## src/rtl/exe_mem_pipe.sv

```systemverilog
// Execute-to-memory pipeline register with a two-slot skid buffer, bubble-gated
// write controls, synchronous flush and stall/retire performance counters.
module exe_mem_pipe #(
    parameter int DEPTH = 2,
    parameter int CNT_W = 16
) (
    input  logic             clk,
    input  logic             rst,
    input  logic             flush,
    input  logic             in_valid,
    output logic             in_ready,
    input  logic             wregin,
    input  logic             m2regin,
    input  logic             wmemin,
    input  logic [4:0]       RdRtin,
    input  logic [31:0]      aluresult,
    input  logic [31:0]      qb,
    output logic             out_valid,
    input  logic             out_ready,
    output logic             wregout,
    output logic             m2regout,
    output logic             wmemout,
    output logic [4:0]       RdRtout,
    output logic [31:0]      aluresultout,
    output logic [31:0]      qbout,
    output logic [CNT_W-1:0] stall_count,
    output logic [CNT_W-1:0] retire_count
);

    typedef struct packed {
        logic        wreg;
        logic        m2reg;
        logic        wmem;
        logic [4:0]  rd;
        logic [31:0] alu;
        logic [31:0] qb;
    } entry_t;

    if (DEPTH != 2) begin : g_depth_check
        $error("exe_mem_pipe: DEPTH must be 2 (head + skid)");
    end

    entry_t           in_entry;
    entry_t           head_q, head_d, skid_q, skid_d;
    logic             head_valid_q, head_valid_d;
    logic             skid_valid_q, skid_valid_d;
    logic [CNT_W-1:0] stall_q, stall_d;
    logic [CNT_W-1:0] retire_q, retire_d;
    logic             push, pop;

    assign in_entry = {wregin, m2regin, wmemin, RdRtin, aluresult, qb};
    assign in_ready = ~skid_valid_q;
    assign push     = in_valid & in_ready;
    assign pop      = head_valid_q & out_ready;

    // NOTE: every next-state signal gets its hold value first so no path leaves it unassigned (no latch).
    always_comb begin
        head_d       = head_q;
        skid_d       = skid_q;
        head_valid_d = head_valid_q;
        skid_valid_d = skid_valid_q;

        if (flush) begin
            head_valid_d = 1'b0;
            skid_valid_d = 1'b0;
        end else if (!head_valid_q) begin
            if (push) begin
                head_d       = in_entry;
                head_valid_d = 1'b1;
            end
        end else if (!skid_valid_q) begin
            if (push && pop) begin
                head_d = in_entry;
            end else if (push) begin
                skid_d       = in_entry;
                skid_valid_d = 1'b1;
            end else if (pop) begin
                head_valid_d = 1'b0;
            end
        end else if (pop) begin
            head_d       = skid_q;
            skid_valid_d = 1'b0;
        end
    end

    // Counters ignore flush: a retire coincident with flush still counts.
    always_comb begin
        stall_d  = stall_q;
        retire_d = retire_q;
        if (head_valid_q && !out_ready && (stall_q != '1)) begin
            stall_d = stall_q + 1'b1;
        end
        if (pop) begin
            retire_d = retire_q + 1'b1;
        end
    end

    // NOTE: payload registers are reset too, so stale-payload outputs read 0 after reset.
    always_ff @(posedge clk or posedge rst) begin
        if (rst) begin
            // NOTE: non-blocking assignments keep every register sampling pre-edge values.
            head_q       <= '0;
            skid_q       <= '0;
            head_valid_q <= 1'b0;
            skid_valid_q <= 1'b0;
            stall_q      <= '0;
            retire_q     <= '0;
        end else begin
            head_q       <= head_d;
            skid_q       <= skid_d;
            head_valid_q <= head_valid_d;
            skid_valid_q <= skid_valid_d;
            stall_q      <= stall_d;
            retire_q     <= retire_d;
        end
    end

    assign out_valid    = head_valid_q;
    assign wregout      = head_q.wreg  & head_valid_q;
    assign m2regout     = head_q.m2reg & head_valid_q;
    assign wmemout      = head_q.wmem  & head_valid_q;
    assign RdRtout      = head_q.rd;
    assign aluresultout = head_q.alu;
    assign qbout        = head_q.qb;
    assign stall_count  = stall_q;
    assign retire_count = retire_q;

endmodule
```

## config.mk

```make
export PLATFORM = sky130hd
export DESIGN_NAME = exe_mem_pipe
export DESIGN_NICKNAME = d
export VERILOG_FILES = /design/src/rtl/exe_mem_pipe.sv
export SDC_FILE = /design/constraint.sdc
export NUM_CORES = 1
export LEC_CHECK = 0
export CAP_MARGIN = 10
export CORE_MARGIN = 1.5
export CORE_UTILIZATION = 51
export DETAILED_ROUTE_END_ITERATION = 12
export HOLD_SLACK_MARGIN = 0.15
export PLACE_DENSITY = 0.78
export SLEW_MARGIN = 20
export SYNTH_ARGS = -nofsm -noshare
export SYNTH_HDL_FRONTEND = slang
export SYNTH_SLANG_ARGS = --single-unit
```

## constraint.sdc

```tcl
create_clock -name clk -period 7.09 [get_ports clk]
set_input_delay 1.0635 -clock clk [delete_from_list [all_inputs] [get_ports clk]]
set_output_delay 1.0635 -clock clk [all_outputs]
set_load 0.1 [all_outputs]
```

==> flow_summary.ini, run 1 <==
[clock_network]
clock-sinks = 178
htreeDepth = 4
clk_pin_slew_ns = 0.06
cts_made_buffers = 17
clk_latency_ns = 0.42
holdBufCountCts = 0
cts_tree = done
post_cts_buffers = 0
root_buffer = clkbuf_16
postCtsResizedCells = 0
cts_buffer_depth = 2

[logic_synthesis]
synth.yosys.seq_area_share_pct = 55.1
ys_seq_elements = 178
syn_area_um2 = 8080
yosysWarnings = 0
synth.distinct_cells = 38
synthArstFlopShare_pct = 100
postSynthCellCount = 684
synth_nets = 763
synth-edff-count = 0
syn_area_per_cell_um2 = 11.8
synth_ff_type = dfrtp_1

[global_routing]
grt_max_degree = 127
grt_first_pass_wirelength_mm = 26.6
overflow = 0
grt_util_all_layers_pct = 20.6
antenna_found_initial = 0
grt_pass1_vias = 5429

[detailed_routing]
routed_wl_mm = 16.5
route.detailed.drc = 0
vias_per_cell = 5.23
route.vias.total = 5289
wl_per_cell_um = 16.3
dr.pass1.iters = 6
antenna_left = 0
drt_iter0_markers = 349

[layout]
finalNonFillerCells = 1011
area_growth_pct = 25.9
nFillCells = 1143
diodes = 0
seqCellArea_um2 = 4450
multi_input_area_um2 = 2940
final_nets = 867
final_area_um2 = 10200
drive_gt1_share_pct = 13.5

[critical_path]
critPathSlowestCell = clkdlybuf4s50_1
worstPathArrival_ns = 2.39
r2r-end = qbout[17]$_DFFE_PP0P_
cp-start-kind = flop
critPathMaxFanout = 12
slowest_delay_ns = 1.15
reg2reg_slack_ns = 4.05
critPathRequiredTime_ns = 6.03
end_kind = output pin
r2r_start = out_valid$_DFF_PP0_
crit_type = flop to output pin
reg2reg_depth = 5
worstPathCellList = and2_1 > clkdlybuf4s50_1

[die]
fp.dieH_um = 129
num_rows = 45
io_pins = 183
die_area_um2 = 16600
core_area_um2 = 15300
die_w_um = 129
initial_core_util_pct = 52.7

[power]
p_switching_mw = 1.54
power_density_nw_per_um2 = 372
p_leak_nw = 4.70
power_mw = 3.78
sequentialPowerShare_pct = 36.7
p_clk_share_pct = 26.4
share_comb_of_total_power_pct = 36.9
ir_worst_vdd_mv = 0.444
p_int_mw = 2.24
p_sw_share_pct = 40.7

[sta]
fin_skew_ns = 0.00617
maxSlewViolCount = 0
hold_violations = 0
period_share_pct = 48.7
period_minus_slack_ns = 3.45
clock.fmax_mhz = 290
rsz0062_at_grt = no
setup-violations-final = 0
worst_slew_pin_slew_ns = 1.04
max_slew_margin_pct = 30.7
fin_setup_tns_ns = 0

[place]
port_buffers = 182
place.gp.congestion = 0.825
placed_area_um2 = 9540
placedCellCount = 980
dp_hpwl_mm = 10.7

[worst_hold_path]
hp-class = flop to flop
min_from = retire_count[15]$_DFFE_PP0P_
hold_depth = 1
holdPathEnd = retire_count[15]$_DFFE_PP0P_

[run_status]
status = completed

[job]
cap_violations = 0
[cells in the final DEF, fill, tap and decap left out, types with 2 or more instances in the layout]
cell / instances
bufinv_16: 5
and4_1: 3
mux2_2: 69
dfrtp_1: 178
or3_1: 2
nor4_2: 2
buf_4: 3
nor3b_1: 2
xor2_1: 10
xnor2_1: 16
mux2_1: 6
nand2b_1: 2
clkinv_2: 4
nor3_1: 10
a21oi_1: 77
clkbuf_1: 3
clkdlybuf4s50_1: 182
nor2_1: 75
nand2_1: 13
inv_1: 5
ha_1: 2
nand3_1: 8
nor4_1: 2
and2_1: 3
o21ai_0: 3
clkbuf_16: 17
and3_1: 4
nand4_1: 8
mux2i_1: 72
[registers in the layout, indices dropped and copies added (netlist names)]
register and cells:
head_q 3, stall_count 16, skid_valid_q 1, qbout 32, aluresultout 32, skid_q 72, out_valid 1, RdRtout 5
retire_count 16
[logic make-up after synthesis]
kind of cell	share of synthesized area, %
buf+inv	8.63
mux	19.4
flops	55.1
fa+ha+maj	0.310
simple gates	8.41
compound gates	5.31
xor+xnor	2.82
[layer usage]
metal  global-route usage, %  vias to the layer above  share of wire, %
met4                    8.59                        0               1.8
met3                    5.11                       19               5.4
met5                       0                        -                 0
met2                    31.8                      157                48
met1                    27.9                     2613                45
li1                        -                     2500                 -
[Yosys cell counts, types with 3 or more instances]
cell	count	area share [%]
dfrtp_1	178	55
a21oi_1	77	4.8
nor2_1	75	3.5
mux2i_1	72	8.9
buf_4	69	6.4
mux2_2	69	9.6
buf_2	23	1.4
xnor2_1	16	1.7
nand2_1	13	0.60
nor3_1	10	0.62
xor2_1	10	1.1
nand3_1	8	0.50
nand4_1	8	0.62
buf_1	7	0.33
inv_1	6	0.28
mux2_1	6	0.84
and3_1	4	0.31
and2_1	3	0.23
and4_1	3	0.33
o21ai_0	3	0.19
[worst max path at each step]
stage                                   start                      to  slack, ns  cells after the start
final                     out_valid$_DFF_PP0_                 wmemout       3.64                      2
after global routing                out_ready   skid_q[6]$_DFFE_PP0P_       3.52                      5
after CTS                 out_valid$_DFF_PP0_                 wmemout       3.63                      2
after detailed placement            out_ready   qbout[17]$_DFFE_PP0P_       3.25                      5
after global placement              out_ready  skid_q[26]$_DFFE_PP0P_       3.34                      5
after floorplan                           rst  RdRtout[0]$_DFFE_PP0P_       1.20                      1
[worst max-delay path, delay by kind of cell, from the launching register on]
family                 cells  cell delay [ns]
buffers and inverters      1             1.15
DFF                        1             0.59
and+or+nand+nor            1             0.23
[metrics by stage]
step,utilization (%),worst slack [ns],hold WS (ns)
after floorplan,-,1.20,0.457
after global placement,62.3,3.34,0.462
after detailed placement,62.3,3.25,0.470
after CTS,66.3,3.63,0.480
after global routing,66.4,3.52,0.500
final,66.4,3.64,0.476
[cell type report]
class | count | share of cell area [%]
Clock buffer | 20 | 4.30
Inverter | 6 | 0.295
Clock inverter | 11 | 1.83
Multi-Input combinational cell | 399 | 28.9
Timing Repair Buffer | 186 | 18.3
Tap cell | 211 | 2.60
Sequential cell | 178 | 43.8
[power by group through the flow]
stage	registers (mW)	clock network (mW)	logic, mW
3_3_place_gp	1.39	0	1.38
5_1_grt	1.42	1.06	1.45
2_1_floorplan	1.57	0	0.982
6_report	1.39	0.997	1.39
4_1_cts	1.39	1.02	1.40
3_5_place_dp	1.40	0	1.40
Note: power is estimated with default switching activity, not from simulation.
==> run 2: changes to the inputs <==
==> constraint.sdc (replaced) <==
create_clock -name clk -period 3.2 [get_ports clk]
set_input_delay 0.48 -clock clk [delete_from_list [all_inputs] [get_ports clk]]
set_output_delay 0.48 -clock clk [all_outputs]
set_load 0.1 [all_outputs]
==> run 2 against run 1 <==
Worst hold slack got worse by 0.0058 ns. Routed wire length decreased by 0.97%. Via count increased by 0.96%. Count of clock-buffer cells in the layout unchanged. First-iteration DRC count decreased by 38%. Clock power increased by 100%. Sequential share of layout area increased by 0.35 points. Cell count increased by 0.79%. Core utilization decreased by 0.53 points. Sequential power increased by 120%. Clock skew increased by 0.0025 ns. Critical path depth decreased by 1. Highest routed layer unchanged.
==> flow_summary.ini, run 2 (synthesis results as in run 1) <==
[run_status]
status = completed

[critical_path]
cp-start-kind = flop
critPathSlowestCell = clkdlybuf4s50_1
end_kind = output pin
slowest_delay_ns = 1.15
crit_family = buffers and inverters
critical_path_buf_inv_count = 1
crit_type = flop to output pin
worstPathCellList = clkdlybuf4s50_1
worstPathArrival_ns = 1.97
critPathRequiredTime_ns = 2.72
critPathMaxFanout = 2

[sta]
fin_skew_ns = 0.00866
fin_hold_ws_ns = 0.470
max_slew_margin_pct = 32.7
worst_slew_pin_slew_ns = 1.01
period_minus_slack_ns = 2.45
setup_slack_ns = 0.746
fin_setup_tns_ns = 0
clock.fmax_mhz = 408
setup-violations-final = 0
period_share_pct = 76.7
hold_violations = 0
maxSlewViolCount = 0
rsz0062_at_grt = no

[clock_network]
htreeDepth = 4
postCtsResizedCells = 0
cts_buffer_depth = 2
holdBufCountCts = 0
cts_made_buffers = 17
cts_tree = done
root_buffer = clkbuf_16
clk_pin_slew_ns = 0.07
post_cts_buffers = 0
clk_latency_ns = 0.43
clock-sinks = 178

[detailed_routing]
vias_per_cell = 5.24
route.vias.total = 5340
dr.pass1.iters = 4
drt_iter0_markers = 216
wl_per_cell_um = 16.0
antenna_left = 0
route.detailed.drc = 0
routed_wl_mm = 16.3

[layout]
largest_register_ff_count = 72
final_nets = 873
mostFrequentLayoutCell = dfrtp_1
finalNonFillerCells = 1019
top_register = skid_q
final_cell_mix = dfrtp_1 (178), clkdlybuf4s50_1 (134), a21oi_1 (77)
drive_gt1_share_pct = 20.2
nFillCells = 1190
area_growth_pct = 24.8

[die]
num_rows = 45
core_area_um2 = 15300
die_area_um2 = 16600
die_w_um = 129
fp.dieH_um = 129
initial_core_util_pct = 52.7
io_pins = 183

[global_routing]
grt_max_degree = 65
antenna_found_initial = 0
grt_util_all_layers_pct = 20.4
overflow = 0
grt_pass1_vias = 5199
grt_first_pass_wirelength_mm = 26.3

[power]
p_leak_nw = 4.77
power_density_nw_per_um2 = 809
power_mw = 8.16
ir_worst_vdd_mv = 1.08

[place]
port_buffers = 182
place.gp.congestion = 0.873
dp_hpwl_mm = 10.9
placedCellCount = 986
place_ws_ns = 0.625

[worst_hold_path]
hp-class = flop to flop

[job]
cap_violations = 0
run 2: metrics by stage:
step	cell area (um^2)	util, %
floorplan	8080	-
global placement	9510	62.1
detailed placement	9510	62.1
CTS	10100	65.8
global route	10100	65.8
finish	10100	65.8
run 2: final cells by class:
type	instances	area [um^2]	area share (%)
Sequential cell	178	4450	44.2
Multi-Input combinational cell	399	2940	29.1
Timing Repair Buffer	192	1830	18.1
Clock buffer	20	437	4.33
Tap cell	211	264	2.62
Clock inverter	12	135	1.34
Inverter	6	26.3	0.261
Antenna cell	1	2.50	0.0248
run 2: final timing paths:
path | from | to | slack, ns | depth (start not counted)
setup / recovery | aluresultout[11]$_DFFE_PP0P_ | aluresultout[11] | 0.75 | 1
setup reg to reg | out_valid$_DFF_PP0_ | stall_count[12]$_DFFE_PP0P_ | 1.05 | 4
hold reg to reg | retire_count[15]$_DFFE_PP0P_ | retire_count[15]$_DFFE_PP0P_ | 0.47 | 1
hold / removal | retire_count[15]$_DFFE_PP0P_ | retire_count[15]$_DFFE_PP0P_ | 0.47 | 1
min in group asynchronous | rst | qbout[19]$_DFFE_PP0P_ | 0.49 | 2
max in group asynchronous | rst | out_valid$_DFF_PP0_ | 1.98 | 3
run 2: power breakdown:
part | switching (mW) | leakage, nW | internal [mW]
Clock | 0.877 | 0.267 | 1.15
Sequential | 0.332 | 2.12 | 2.75
Combinational | 2.24 | 2.37 | 0.816
run 2: metal layers:
layer	global-route usage, %	share of wire [%]
met5	0	0
met3	5.36	5.6
met1	28.1	46
met2	32.1	47
met4	6.15	1.2
==> RTL change (settings of run 1) <==
The parameter `CNT_W` goes from 16 to 14.
--- a/src/rtl/exe_mem_pipe.sv
+++ b/src/rtl/exe_mem_pipe.sv
@@ -2,7 +2,7 @@
 // write controls, synchronous flush and stall/retire performance counters.
 module exe_mem_pipe #(
     parameter int DEPTH = 2,
-    parameter int CNT_W = 16
+    parameter int CNT_W = 14
 ) (
     input  logic             clk,
     input  logic             rst,
Ports: changed (resized retire_count and stall_count); port bits go from 183 to 179. No check against the original RTL was run, so the function may have changed too.
==> RTL change against run 1 <==
Total power decreased by 4.7%. Synthesized cell count fell by 3.1%. Sequential cell count fell by 4. Area after synthesis is 2.9% lower. Final area is 3.5% lower. Non-clock buffer count fell by 3. Wire length shrank 3.4%. Clock power decreased by 13%. Count of clock-buffer cells in the layout up 2. Sequential share of layout area grew 0.56 points. Setup slack lost 0.0032 ns. Largest power group is now combinational logic. Highest routed layer unchanged.
==> RTL change: results (changes against run 1) <==
| Metric | Value |
|---|---|
| Met2 Usage GRT | `0.3235 (+0.005505)` |
| DR iter-0 viols | `338 (-3.2%)` |
| Sequential-to-total area share from yosys stat | `0.5549 (+0.003510)` |
| Largest net degree at the start of global routing | `111 (-13%)` |
| Layout clock area frac | `0.05598 (-0.005312)` |
| Met2 routed WL | `7.470 mm (-4.9%)` |
| Wire per inst | `16.54 µm (+1.4%)` |
| First-pass GRT wire length | `26.74 mm (+0.55%)` |
| # port buffers | `178 (-2.2%)` |
| Layout clock buffer count | `22 (+10%)` |
| Vias in the first global route | `5,290 (-2.6%)` |
| Pre-CTS setup slack | `3.501 ns (+0.2482 ns)` |
| Skew final | `0.007311 ns (+0.001139 ns)` |
| Hold-fix buffers at CTS | `0 (unchanged)` |
| Pleak | `4.530 nW (-3.6%)` |
| Placed inst area | `9263 µm² (-2.9%)` |
| Area of the multi-input gates | `2838 µm² (-3.4%)` |
| Yosys reg bits | `174 (-2.2%)` |
| Multi-In Gates | `386 (-3.3%)` |
| Status | `finished clean` |
| Layout Nets | `844 (-2.7%)` |
| Max_slew headroom | `0.2907 (-0.01668)` |
| Invs w/o clock | `3 (-3)` |
| M1 GR Usage | `0.2884 (+0.009675)` |
| Post-DP HPWL | `10.45 mm (-2.1%)` |
| RD Place Congestion | `0.9309 (+13%)` |
| Met3 wire len | `944 µm (+5.6%)` |
| NonClk Buf Share | `0.1854 (+0.002888)` |
| M1 wire length | `7.187 mm (-3.6%)` |
| P_clk | `872 µW (-13%)` |
| Routed wire length | `15.95 mm (-3.4%)` |
| Peak VDD IR | `353.9 µV (-20%)` |
| Slowest stage delay, CP | `1.18 ns (+0.03 ns)` |
| Synth top cells by count | `dfrtp_1 (174), a21oi_1 (79), nor2_1 (76), mux2i_1 (72), mux2_2 (70)` |
| DR pass1 iterations | `4 (-2)` |
| Reg area | `4354 µm² (-2.2%)` |
| Repair and plain buffers | `183 (-1.6%)` |
| Seq area share | `0.4438 (+0.005611)` |
| Placed instance count | `934 (-4.7%)` |
| DR vias/cell | `5.356 (+2.4%)` |
==> RTL change: changes by cell type after synthesis, moves of 3 or more <==
| cell | delta |
|---|---|
| nor3_1 | -7 |
| and3_1 | -3 |
| xor2_1 | -8 |
| dfrtp_1 | -4 |
| inv_1 | -3 |
==> RTL change: path summary, 6_finish.rpt <==
kind | endpoint | depth (start not counted) | slack (ns) | from
min in group asynchronous | qbout[9] | 2 | 1.22 | rst
hold / removal | retire_count[13] | 1 | 0.49 | retire_count[13]
setup / recovery | m2regout | 2 | 3.64 | out_valid
max in group asynchronous | skid_q[15] | 3 | 4.41 | rst
setup reg to reg | qbout[11] | 6 | 3.99 | out_valid
hold reg to reg | retire_count[13] | 1 | 0.49 | retire_count[13]
==> RTL change: cells by family (layout without fill, tap and decap cells) <==
group	after synthesis	in the layout	share of synthesized area
flops	174	174	0.5549
mux	149	149	0.2024
simple gates	129	129	0.07447
buf+inv	103	216	0.08579
compound gates	87	87	0.05805
xor+xnor	19	19	0.02121
fa+ha+maj	2	2	0.003189
